===== src/rtl/snoop_bus_ctrl.sv =====
// Snooping bus controller for a two-core system. One miss transaction is
// served at a time: the peer core is snooped, then the block is either pulled
// from a peer holding it Modified (with a write-back to memory) or fetched from
// memory, and finally the requester is told the miss is complete.
module snoop_bus_ctrl #(
   parameter int SNOOP_CYC = 1
) (
   input  logic        clk,
   input  logic        rst,
   input  logic [1:0]  read_miss,
   input  logic [1:0]  write_miss,
   input  logic [10:0] miss_addr0,
   input  logic [10:0] miss_addr1,
   input  logic [1:0]  block_state0,
   input  logic [1:0]  block_state1,
   input  logic [1:0]  cpu_search_found,
   input  logic        mem_rdy,
   output logic [1:0]  cpu_search,
   output logic [10:0] bus_addr_out,
   output logic [1:0]  cpu_datasel,
   output logic [1:0]  invalidate,
   output logic [1:0]  miss_done,
   output logic        mem_re,
   output logic        mem_we,
   output logic        busy
);

   typedef enum logic [2:0] {
      IDLE,
      SNOOP,
      XFER,
      FETCH,
      DONE
   } state_t;

   localparam logic [2:0] CNT_LAST = 3'(SNOOP_CYC - 1);
   localparam logic [1:0] ST_MODIFIED = 2'b10;

   state_t      state, state_next;
   logic        req_core, req_core_next;
   logic        req_write, req_write_next;
   logic        peer_found, peer_found_next;
   logic        last_grant, last_grant_next;
   logic [2:0]  snoop_cnt, snoop_cnt_next;
   logic [10:0] addr_next;
   logic [1:0]  cpu_search_next, cpu_datasel_next, invalidate_next, miss_done_next;
   logic        mem_re_next, mem_we_next, busy_next;

   logic [1:0]  req;
   logic        grant;
   logic [1:0]  peer_mask, req_mask;
   logic        found_peer;
   logic [1:0]  state_peer;

   // Peer-relative views of the latched requester, used by every busy state.
   always_comb begin
      peer_mask  = req_core ? 2'b01 : 2'b10;
      req_mask   = req_core ? 2'b10 : 2'b01;
      found_peer = req_core ? cpu_search_found[0] : cpu_search_found[1];
      state_peer = req_core ? block_state0 : block_state1;
      req        = read_miss | write_miss;
      grant      = (req == 2'b11) ? ~last_grant : req[1];
   end

   // Next-state and next-output decode; outputs are registered from these values.
   always_comb begin
      state_next       = state;
      req_core_next    = req_core;
      req_write_next   = req_write;
      peer_found_next  = peer_found;
      last_grant_next  = last_grant;
      snoop_cnt_next   = snoop_cnt;
      addr_next        = bus_addr_out;
      cpu_search_next  = 2'b00;
      cpu_datasel_next = 2'b00;
      invalidate_next  = 2'b00;
      miss_done_next   = 2'b00;
      mem_re_next      = 1'b0;
      mem_we_next      = 1'b0;

      case (state)
         IDLE: begin
            if (req != 2'b00) begin
               req_core_next   = grant;
               last_grant_next = grant;
               req_write_next  = grant ? write_miss[1] : write_miss[0];
               addr_next       = grant ? miss_addr1 : miss_addr0;
               peer_found_next = 1'b0;
               snoop_cnt_next  = 3'd0;
               cpu_search_next = grant ? 2'b01 : 2'b10;
               state_next      = SNOOP;
            end
         end
         SNOOP: begin
            if (snoop_cnt == CNT_LAST) begin
               peer_found_next = found_peer;
               if (found_peer && (state_peer == ST_MODIFIED)) begin
                  cpu_datasel_next = peer_mask;
                  mem_we_next      = 1'b1;
                  state_next       = XFER;
               end else begin
                  mem_re_next = 1'b1;
                  state_next  = FETCH;
               end
            end else begin
               snoop_cnt_next  = snoop_cnt + 3'd1;
               cpu_search_next = peer_mask;
            end
         end
         XFER, FETCH: begin
            if (mem_rdy) begin
               miss_done_next  = req_mask;
               invalidate_next = (req_write && peer_found) ? peer_mask : 2'b00;
               state_next      = DONE;
            end else if (state == XFER) begin
               cpu_datasel_next = peer_mask;
               mem_we_next      = 1'b1;
            end else begin
               mem_re_next = 1'b1;
            end
         end
         DONE: begin
            state_next = IDLE;
         end
         default: begin
            state_next = IDLE;
         end
      endcase

      busy_next = (state_next != IDLE);
   end

   // State, transaction context and registered outputs; reset abandons any transaction.
   always_ff @(posedge clk or posedge rst) begin
      if (rst) begin
         state        <= IDLE;
         req_core     <= 1'b0;
         req_write    <= 1'b0;
         peer_found   <= 1'b0;
         last_grant   <= 1'b1;
         snoop_cnt    <= 3'd0;
         bus_addr_out <= 11'd0;
         cpu_search   <= 2'b00;
         cpu_datasel  <= 2'b00;
         invalidate   <= 2'b00;
         miss_done    <= 2'b00;
         mem_re       <= 1'b0;
         mem_we       <= 1'b0;
         busy         <= 1'b0;
      end else begin
         state        <= state_next;
         req_core     <= req_core_next;
         req_write    <= req_write_next;
         peer_found   <= peer_found_next;
         last_grant   <= last_grant_next;
         snoop_cnt    <= snoop_cnt_next;
         bus_addr_out <= addr_next;
         cpu_search   <= cpu_search_next;
         cpu_datasel  <= cpu_datasel_next;
         invalidate   <= invalidate_next;
         miss_done    <= miss_done_next;
         mem_re       <= mem_re_next;
         mem_we       <= mem_we_next;
         busy         <= busy_next;
      end
   end

endmodule


===== config.mk =====
export PLATFORM = sky130hd
export DESIGN_NAME = snoop_bus_ctrl
export DESIGN_NICKNAME = d
export VERILOG_FILES = /design/src/rtl/snoop_bus_ctrl.sv
export SDC_FILE = /design/constraint.sdc
export NUM_CORES = 1
export LEC_CHECK = 0
export CAP_MARGIN = 20
export CORE_MARGIN = 3
export CORE_UTILIZATION = 45
export DETAILED_ROUTE_END_ITERATION = 7
export PLACE_DENSITY = 0.86
export SETUP_SLACK_MARGIN = 0.1
export SYNTH_ARGS = -nofsm -noshare
export SYNTH_HDL_FRONTEND = slang
export SYNTH_SLANG_ARGS = --single-unit

===== constraint.sdc =====
create_clock -name clk -period 2.9 [get_ports clk]
set_input_delay 0.725 -clock clk [delete_from_list [all_inputs] [get_ports clk]]
set_output_delay 0.725 -clock clk [all_outputs]
set_load 0.01 [all_outputs]

==> out/results.tsv, run 1 <==
stage	metric	value	unit
sta	setup TNS	0	ns
worst_setup_path	startpoint types	input port	
run_status	outcome	completed	
pwr	combinational share of power	0.478	
logic_synthesis	sequential fraction of the synthesis area	0.525	
floorplanning	initial core utilization	0.485	
pwr	maximum VDD drop	0.000547	V
worst_setup_path	Crit Path Max Fanout	11	
logic_synthesis	largest family of logic cells by synthesized area	compound AO/OA/AOI/OAI gates	
placed_design	DP HPWL	3060	um
pwr	Clock power frac	0.123	
clocking	CTS Buffer Depth	2	
floorplanning	Cell Rows	20	
logic_synthesis	Post-Synth Adder-Cell Area	0.0164	
floorplanning	Core ar.	0.00315	mm^2
global_route	first-pass GRT wire length	6590	um
layout	Final nets	241	
route	ANT nets after route	0	
worst_setup_path	CP endpoint kind	register	
layout	diode count	0	
pwr	Net Sw Frac	0.380	
worst_setup_path	critical path data arrival time	2.43	ns
clocking	H-tree depth	2	
clocking	PostCTS Resize Cnt	0	
route	drt via density	5.65	
worst_setup_path	Crit Path Class	input port to register	
clocking	CTS buffer count	5	
logic_synthesis	area leader, netlist	dfrtp_1	
placed_design	RD Place Congestion	0.794	
logic_synthesis	top post-synthesis cells by area	dfrtp_1 51%, nand3b_1 5.4%, o21ai_0 4.9%, a21oi_1 4.6%, a31oi_1 4.5%	
floorplanning	Ports	57	
flow_run	max-cap violations	0	
layout	post-route cell area	0.00217	mm^2
route	via count	1400	
placed_design	Port Buf Inserts	56	
logic_synthesis	synth warn	0	
layout	layout cell share with drive strength beyond 1	0.0931	
worst_setup_path	worst r2r src	state[2]	
logic_synthesis	Simple-Gate Fraction of Synth Area	0.191	
global_route	initial antenna violation count	0	
placed_design	Area after DPL	0.00213	mm^2
logic_synthesis	most frequent cell after synthesis	dfrtp_1	
pwr	Sw Pwr	0.000724	W
sta	Worst Skew	0.0189	ns
logic_synthesis	Synth Area in XOR/XNOR	0	
logic_synthesis	synth cell count leaders	31 x dfrtp_1, 15 x o21ai_0, 14 x a21oi_1	
sta	RSZ-0062 raised after global routing	no	
pwr	P per Cell Area	877	mW/mm^2
sta	Slew HR	0.543	
floorplanning	Die ar.	0.00413	mm^2
pwr	register share of total power	0.399	
global_route	vias in the first global route	1436	
layout	fillers	261	
global_route	GRT Overall Usage	0.206	
pwr	Leak	0.930	nW
floorplanning	die height	64.3	um
layout	Final Util	0.689	
worst_setup_path	Crit path required time	3.14	ns
logic_synthesis	Main synth FF type	dfrtp_1	
logic_synthesis	Post-synth EDFFs	0	
sta	Slew Limit Fails	0	
global_route	largest net degree at the start of global routing	33	
sta	period utilisation layout	0.758	
sta	Final Hold Viols	0	
logic_synthesis	Avg Cell Area, Syn	10.5	um^2
hold_path	HP Start	snoop_cnt[2]	
clocking	Root Driver	clkbuf_4	
clocking	clk_lat worst skew	0.33	ns
route	Initial DRT Pass Iterations	4	
worst_setup_path	number of cells on the worst reg-to-reg path	3	
logic_synthesis	Post-synth ARST share	1.00	
route	final WL	4060	um
floorplanning	die width	64.3	um
worst_setup_path	worst r2r dst	bus_addr_out[3]	
placed_design	pre-CTS WS	0.389	ns
hold_path	Hold Path Depth	1	
sta	Final Setup Violations	0	
clocking	TritonCTS clock tree	yes	
clocking	clock-pin slew on the worst setup and hold paths	0.09	ns
sta	Max Clk Rate	455	MHz
logic_synthesis	mux contribution to synthesized area	0.0205	
sta	Period minus WS final	2.20	ns
clocking	Hold Buf Count CTS	0	
hold_path	Hold Path Class	register to register	
sta	worst setup margin	0.703	ns
hold_path	Hold Path End	snoop_cnt[2]	
logic_synthesis	Yosys reg bits	32	
logic_synthesis	Synth top area share	0.508	
logic_synthesis	Synth Area in Compound Gates	0.210	
pwr	Int Pwr	0.00118	W
route	Starting DRT DRC Count	101	
route	DRC	0	
clocking	clock tree sinks	32	
global_route	total gr overflow	0	
clocking	Post-CTS Setup Bufs	0	
route	Routed WL per cell	16.4	um
logic_synthesis	Mapped Nets	182	
logic_synthesis	Syn Std Cell Area	0.00153	mm^2
worst_setup_path	R2R Setup Slk	1.08	ns
logic_synthesis	Netlist cell types	41	
layout	Area growth syn-to-layout	42.3	%
logic_synthesis	Mapped Cells	145	
sta	Slew @ Worst Pin	0.679	ns
-- sequential cells by signal, summed over array words and instances (netlist names) --
signal,count
bus_addr_out,11
snoop_cnt,3
state,3
cpu_datasel,2
cpu_search,2
invalidate,2
miss_done,2
busy,1
last_grant,1
mem_re,1
mem_we,1
peer_found,1
req_core,1
req_write,1
-- worst max-delay path by stage --
stage,startpoint,endpoint,slack (ns)
finish,write_miss[0],bus_addr_out[3],0.70
global placement,write_miss[1],bus_addr_out[6],0.40
floorplan,write_miss[1],bus_addr_out[0],1.20
CTS,write_miss[0],bus_addr_out[6],0.72
global route,write_miss[0],bus_addr_out[1],0.61
detailed placement,write_miss[0],bus_addr_out[1],0.39
-- cells in the final DEF, fill, tap and decap left out, types with 3 or more instances in the layout --
master	instances
clkdlybuf4s50_1	56
dfrtp_1	31
o21ai_0	15
a21oi_1	14
nand3b_1	11
a31oi_1	11
nor2_1	6
nand2_1	5
clkbuf_4	5
a21o_1	4
buf_4	4
nand2b_1	3
inv_1	3
-- metal layers --
metal / vias up / part of all wire / GRT usage
li1: 657 / - / -
met1: 683 / 0.40 / 0.239
met2: 45 / 0.53 / 0.370
met3: 15 / 0.039 / 0.0404
met4: 0 / 0.032 / 0.0844
met5: - / 0 / 0
-- cell type report --
type	count	area, um^2	share of cell area
Tap cell	44	55.1	0.0253
Clock inverter	1	5.00	0.00230
Sequential cell	32	802	0.369
Multi-Input combinational cell	102	668	0.307
Timing Repair Buffer	60	591	0.272
Inverter	3	11.3	0.00518
Clock buffer	6	41.3	0.0190
-- critical path, cell delays in order --
cell and delay, ns:
clkdlybuf4s50_1 0.51, nor4_1 0.62, nor2_1 0.36, a31oi_1 0.23
-- per-stage QoR --
step | power [W] | hold slack, ns | cells
after floorplan | 0.00127 | 0.453 | 145
after global placement | 0.00163 | 0.472 | 241
after detailed placement | 0.00167 | 0.510 | 241
after CTS | 0.00190 | 0.525 | 248
after global routing | 0.00204 | 0.552 | 248
final | 0.00191 | 0.524 | 248
-- power groups by stage --
stage               sequential (W)  clock, W  combinational [W]
global placement          0.000750         0           0.000875
detailed placement        0.000767         0           0.000906
floorplan                 0.000774         0           0.000491
global route              0.000788  0.000257           0.000992
CTS                       0.000758  0.000235           0.000911
finish                    0.000761  0.000234           0.000912
-- cell families (layout without fill, tap and decap cells) --
logic type / count (synthesis) / after routing
AOI/OAI and AO/OA: 53 / 53
DFF: 32 / 32
muxes: 3 / 3
buffers and inverters: 11 / 70
adders and majority gates: 2 / 2
and+or+nand+nor: 44 / 44
Power figures use the tool's default switching activity.
==> inputs of run 2 (changes only) <==
--- a/config.mk
+++ b/config.mk
@@ -7,9 +7,9 @@
 export LEC_CHECK = 0
 export CAP_MARGIN = 20
 export CORE_MARGIN = 3
-export CORE_UTILIZATION = 45
+export CORE_UTILIZATION = 44
 export DETAILED_ROUTE_END_ITERATION = 7
-export PLACE_DENSITY = 0.86
+export PLACE_DENSITY = 0.85
 export SETUP_SLACK_MARGIN = 0.1
 export SYNTH_ARGS = -nofsm -noshare
 export SYNTH_HDL_FRONTEND = slang
==> constraint.sdc (replaced) <==
create_clock -name clk -period 2.15 [get_ports clk]
set_input_delay 0.5375 -clock clk [delete_from_list [all_inputs] [get_ports clk]]
set_output_delay 0.5375 -clock clk [all_outputs]
set_load 0.01 [all_outputs]
==> run 2 against run 1 <==
Against the previous run:
- cell area grew 2.9%
- power increased by 45%
- setup slack lost 0.36 ns
- clock power is 120% higher
- utilization is 1.5 points higher
- first-iteration DRC count down 42%
- largest cell class unchanged
==> out/results.tsv, run 2 (synthesis results as in run 1) <==
stage	metric	value	unit	change
worst_setup_path	Critical Path, Cell by Cell	nor3_2, nand2_1, o31ai_1		
worst_setup_path	slowest stage delay, CP	0.61	ns	about the same
clocking	H-tree depth	2		unchanged
sta	Slew @ Worst Pin	0.674	ns	-0.00568 ns
clocking	clock-pin slew on the worst setup and hold paths	0.10	ns	about the same
layout	max reg flops	11		unchanged
run_status	outcome	completed		
worst_setup_path	Crit Path Max Fanout	8		-3
worst_setup_path	Crit Path Class	register to register		
worst_setup_path	number of cells on the worst reg-to-reg path	3		unchanged
placed_design	RD Place Congestion	0.831		+4.7%
layout	Final nets	243		+0.83%
sta	Worst Skew	0.00583	ns	-0.0130 ns
worst_setup_path	critical path data arrival time	2.02	ns	-0.41 ns
clocking	clk_lat worst skew	0.32	ns	about the same
worst_setup_path	CP bufs+invs	0		-1
route	DRC	0		unchanged
placed_design	Area after DPL	0.00214	mm^2	+0.71%
hold_path	Hold Path Depth	1		unchanged
worst_setup_path	worst r2r src	state[2]		
layout	Top Registers	bus_addr_out: 11 flops, snoop_cnt: 3 flops, state: 3 flops		
sta	setup TNS	0	ns	unchanged
hold_path	HP Start	snoop_cnt[2]		
hold_path	Hold Path End	snoop_cnt[2]		
floorplanning	Core ar.	0.00318	mm^2	+0.79%
sta	Final Setup Violations	0		unchanged
route	final WL	3910	um	-3.7%
clocking	Hold Buf Count CTS	0		unchanged
clocking	Root Driver	clkbuf_4		
sta	Period minus WS final	1.81	ns	
worst_setup_path	startpoint types	register		
sta	worst setup margin	0.341	ns	-0.361 ns
floorplanning	Ports	57		unchanged
global_route	initial antenna violation count	0		unchanged
clocking	TritonCTS clock tree	yes		
sta	Max Clk Rate	553	MHz	
floorplanning	die height	64.9	um	+1.0%
worst_setup_path	CP endpoint kind	register		
layout	Reg with most FFs	bus_addr_out		
layout	fillers	240		-8.0%
sta	RSZ-0062 raised after global routing	no		
layout	layout cell share with drive strength beyond 1	0.111		+0.0180
worst_setup_path	R2R Setup Slk	0.34	ns	-0.74 ns
route	Routed WL per cell	15.6	um	-4.9%
pwr	maximum VDD drop	0.000718	V	+31%
flow_run	max-cap violations	0		unchanged
floorplanning	die width	64.9	um	+1.0%
pwr	Leak	0.964	nW	+3.7%
worst_setup_path	worst r2r dst	req_write		
floorplanning	Cell Rows	20		unchanged
clocking	Post-CTS Setup Bufs	0		unchanged
clocking	clock tree sinks	32		unchanged
route	drt via density	5.46		-3.2%
sta	Slew HR	0.548		+0.00551
layout	diode count	0		unchanged
worst_setup_path	Crit path required time	2.37	ns	-0.77 ns
route	Starting DRT DRC Count	59		-42%
clocking	CTS Buffer Depth	2		unchanged
placed_design	Port Buf Inserts	56		unchanged
pwr	P per Cell Area	1230	mW/mm^2	+41%
sta	period utilisation layout	0.841		
global_route	first-pass GRT wire length	6540	um	-0.73%
layout	Area growth syn-to-layout	46.4	%	
clocking	CTS buffer count	5		unchanged
layout	post-route cell area	0.00224	mm^2	+2.9%
route	Initial DRT Pass Iterations	4		unchanged
floorplanning	initial core utilization	0.481		-0.00382
sta	Fin Hold WS	0.516	ns	-0.00749 ns
layout	most frequent cells in the layout	56 x clkdlybuf4s50_1, 31 x dfrtp_1, 15 x o21ai_0, 14 x a21oi_1		
sta	Slew Limit Fails	0		unchanged
worst_setup_path	slowest CP cell	nor3_2		
clocking	PostCTS Resize Cnt	0		unchanged
global_route	largest net degree at the start of global routing	33		unchanged
sta	Final Hold Viols	0		unchanged
worst_setup_path	CP delay by family, top	simple AND/OR/NAND/NOR gates		
route	via count	1371		-2.1%
global_route	vias in the first global route	1396		-2.8%
global_route	GRT Overall Usage	0.204		-0.00221
placed_design	pre-CTS WS	0.0242	ns	-0.365 ns
route	ANT nets after route	0		unchanged
placed_design	DP HPWL	2990	um	-2.2%
floorplanning	Die ar.	0.00422	mm^2	+2.1%
hold_path	Hold Path Class	register to register		
global_route	total gr overflow	0		unchanged
layout	most common cell after layout, fill and taps aside	clkdlybuf4s50_1		
-- run 2: cell types whose count changed in the layout (fill, tap and decap cells not counted) --
cell,delta
buf_4,+2
clkbuf_8,+2
bufinv_16,+1
clkbuf_1,-1
clkinv_2,-1
-- run 2: stage by stage --
step,util,total power [W],std cells
floorplan,-,0.00171,145
detailed placement,0.674,0.00226,243
global placement,0.674,0.00220,243
finish,0.704,0.00276,251
global route,0.704,0.00297,251
CTS,0.704,0.00278,251
-- run 2: area by class of cell --
| class | count | area, um^2 | area share |
|---|---|---|---|
| clock buffer | 7 | 65.1 | 0.0291 |
| timing repair buffer | 62 | 606 | 0.271 |
| sequential | 32 | 802 | 0.359 |
| multi-input combinational | 102 | 668 | 0.299 |
| tap | 44 | 55.1 | 0.0246 |
| clock inverter | 1 | 30.0 | 0.0134 |
| inverter | 3 | 11.3 | 0.00503 |
-- run 2: worst register-to-register path: cells and delay by family, from the launching register on --
family          cells  cell delay [ns]
compound gates      1             0.37
flops               1             0.46
simple gates        2             0.88
-- run 2: how the worst max path moves through the flow --
stage                       to            start  cells past startpoint  slack (ns)
4_1_cts        bus_addr_out[8]  bus_addr_out[8]                      1        0.36
3_3_place_gp          state[0]    write_miss[1]                      4        0.09
3_5_place_dp         req_write    write_miss[0]                      4        0.02
2_1_floorplan  bus_addr_out[5]    write_miss[1]                      4        0.63
5_1_grt              req_write         state[2]                      3        0.24
6_report             req_write         state[2]                      3        0.34
-- run 2: power breakdown --
part / switching [W] / total (W) / internal [W] / leakage, nW
Sequential: 0.000180 / 0.00102 / 0.000841 / 0.391
Combinational: 0.000594 / 0.00124 / 0.000644 / 0.521
Clock: 0.000196 / 0.000504 / 0.000309 / 0.0515
Total: 0.000969 / 0.00276 / 0.00179 / 0.964
-- run 2: layer usage --
metal | GRT usage | vias up | wire [um]
met5 | 0 | - | 0
met1 | 0.253 | 668 | 1570
met3 | 0.0485 | 6 | 207
li1 | - | 658 | -
met4 | 0.0844 | 0 | 70
met2 | 0.340 | 39 | 2070
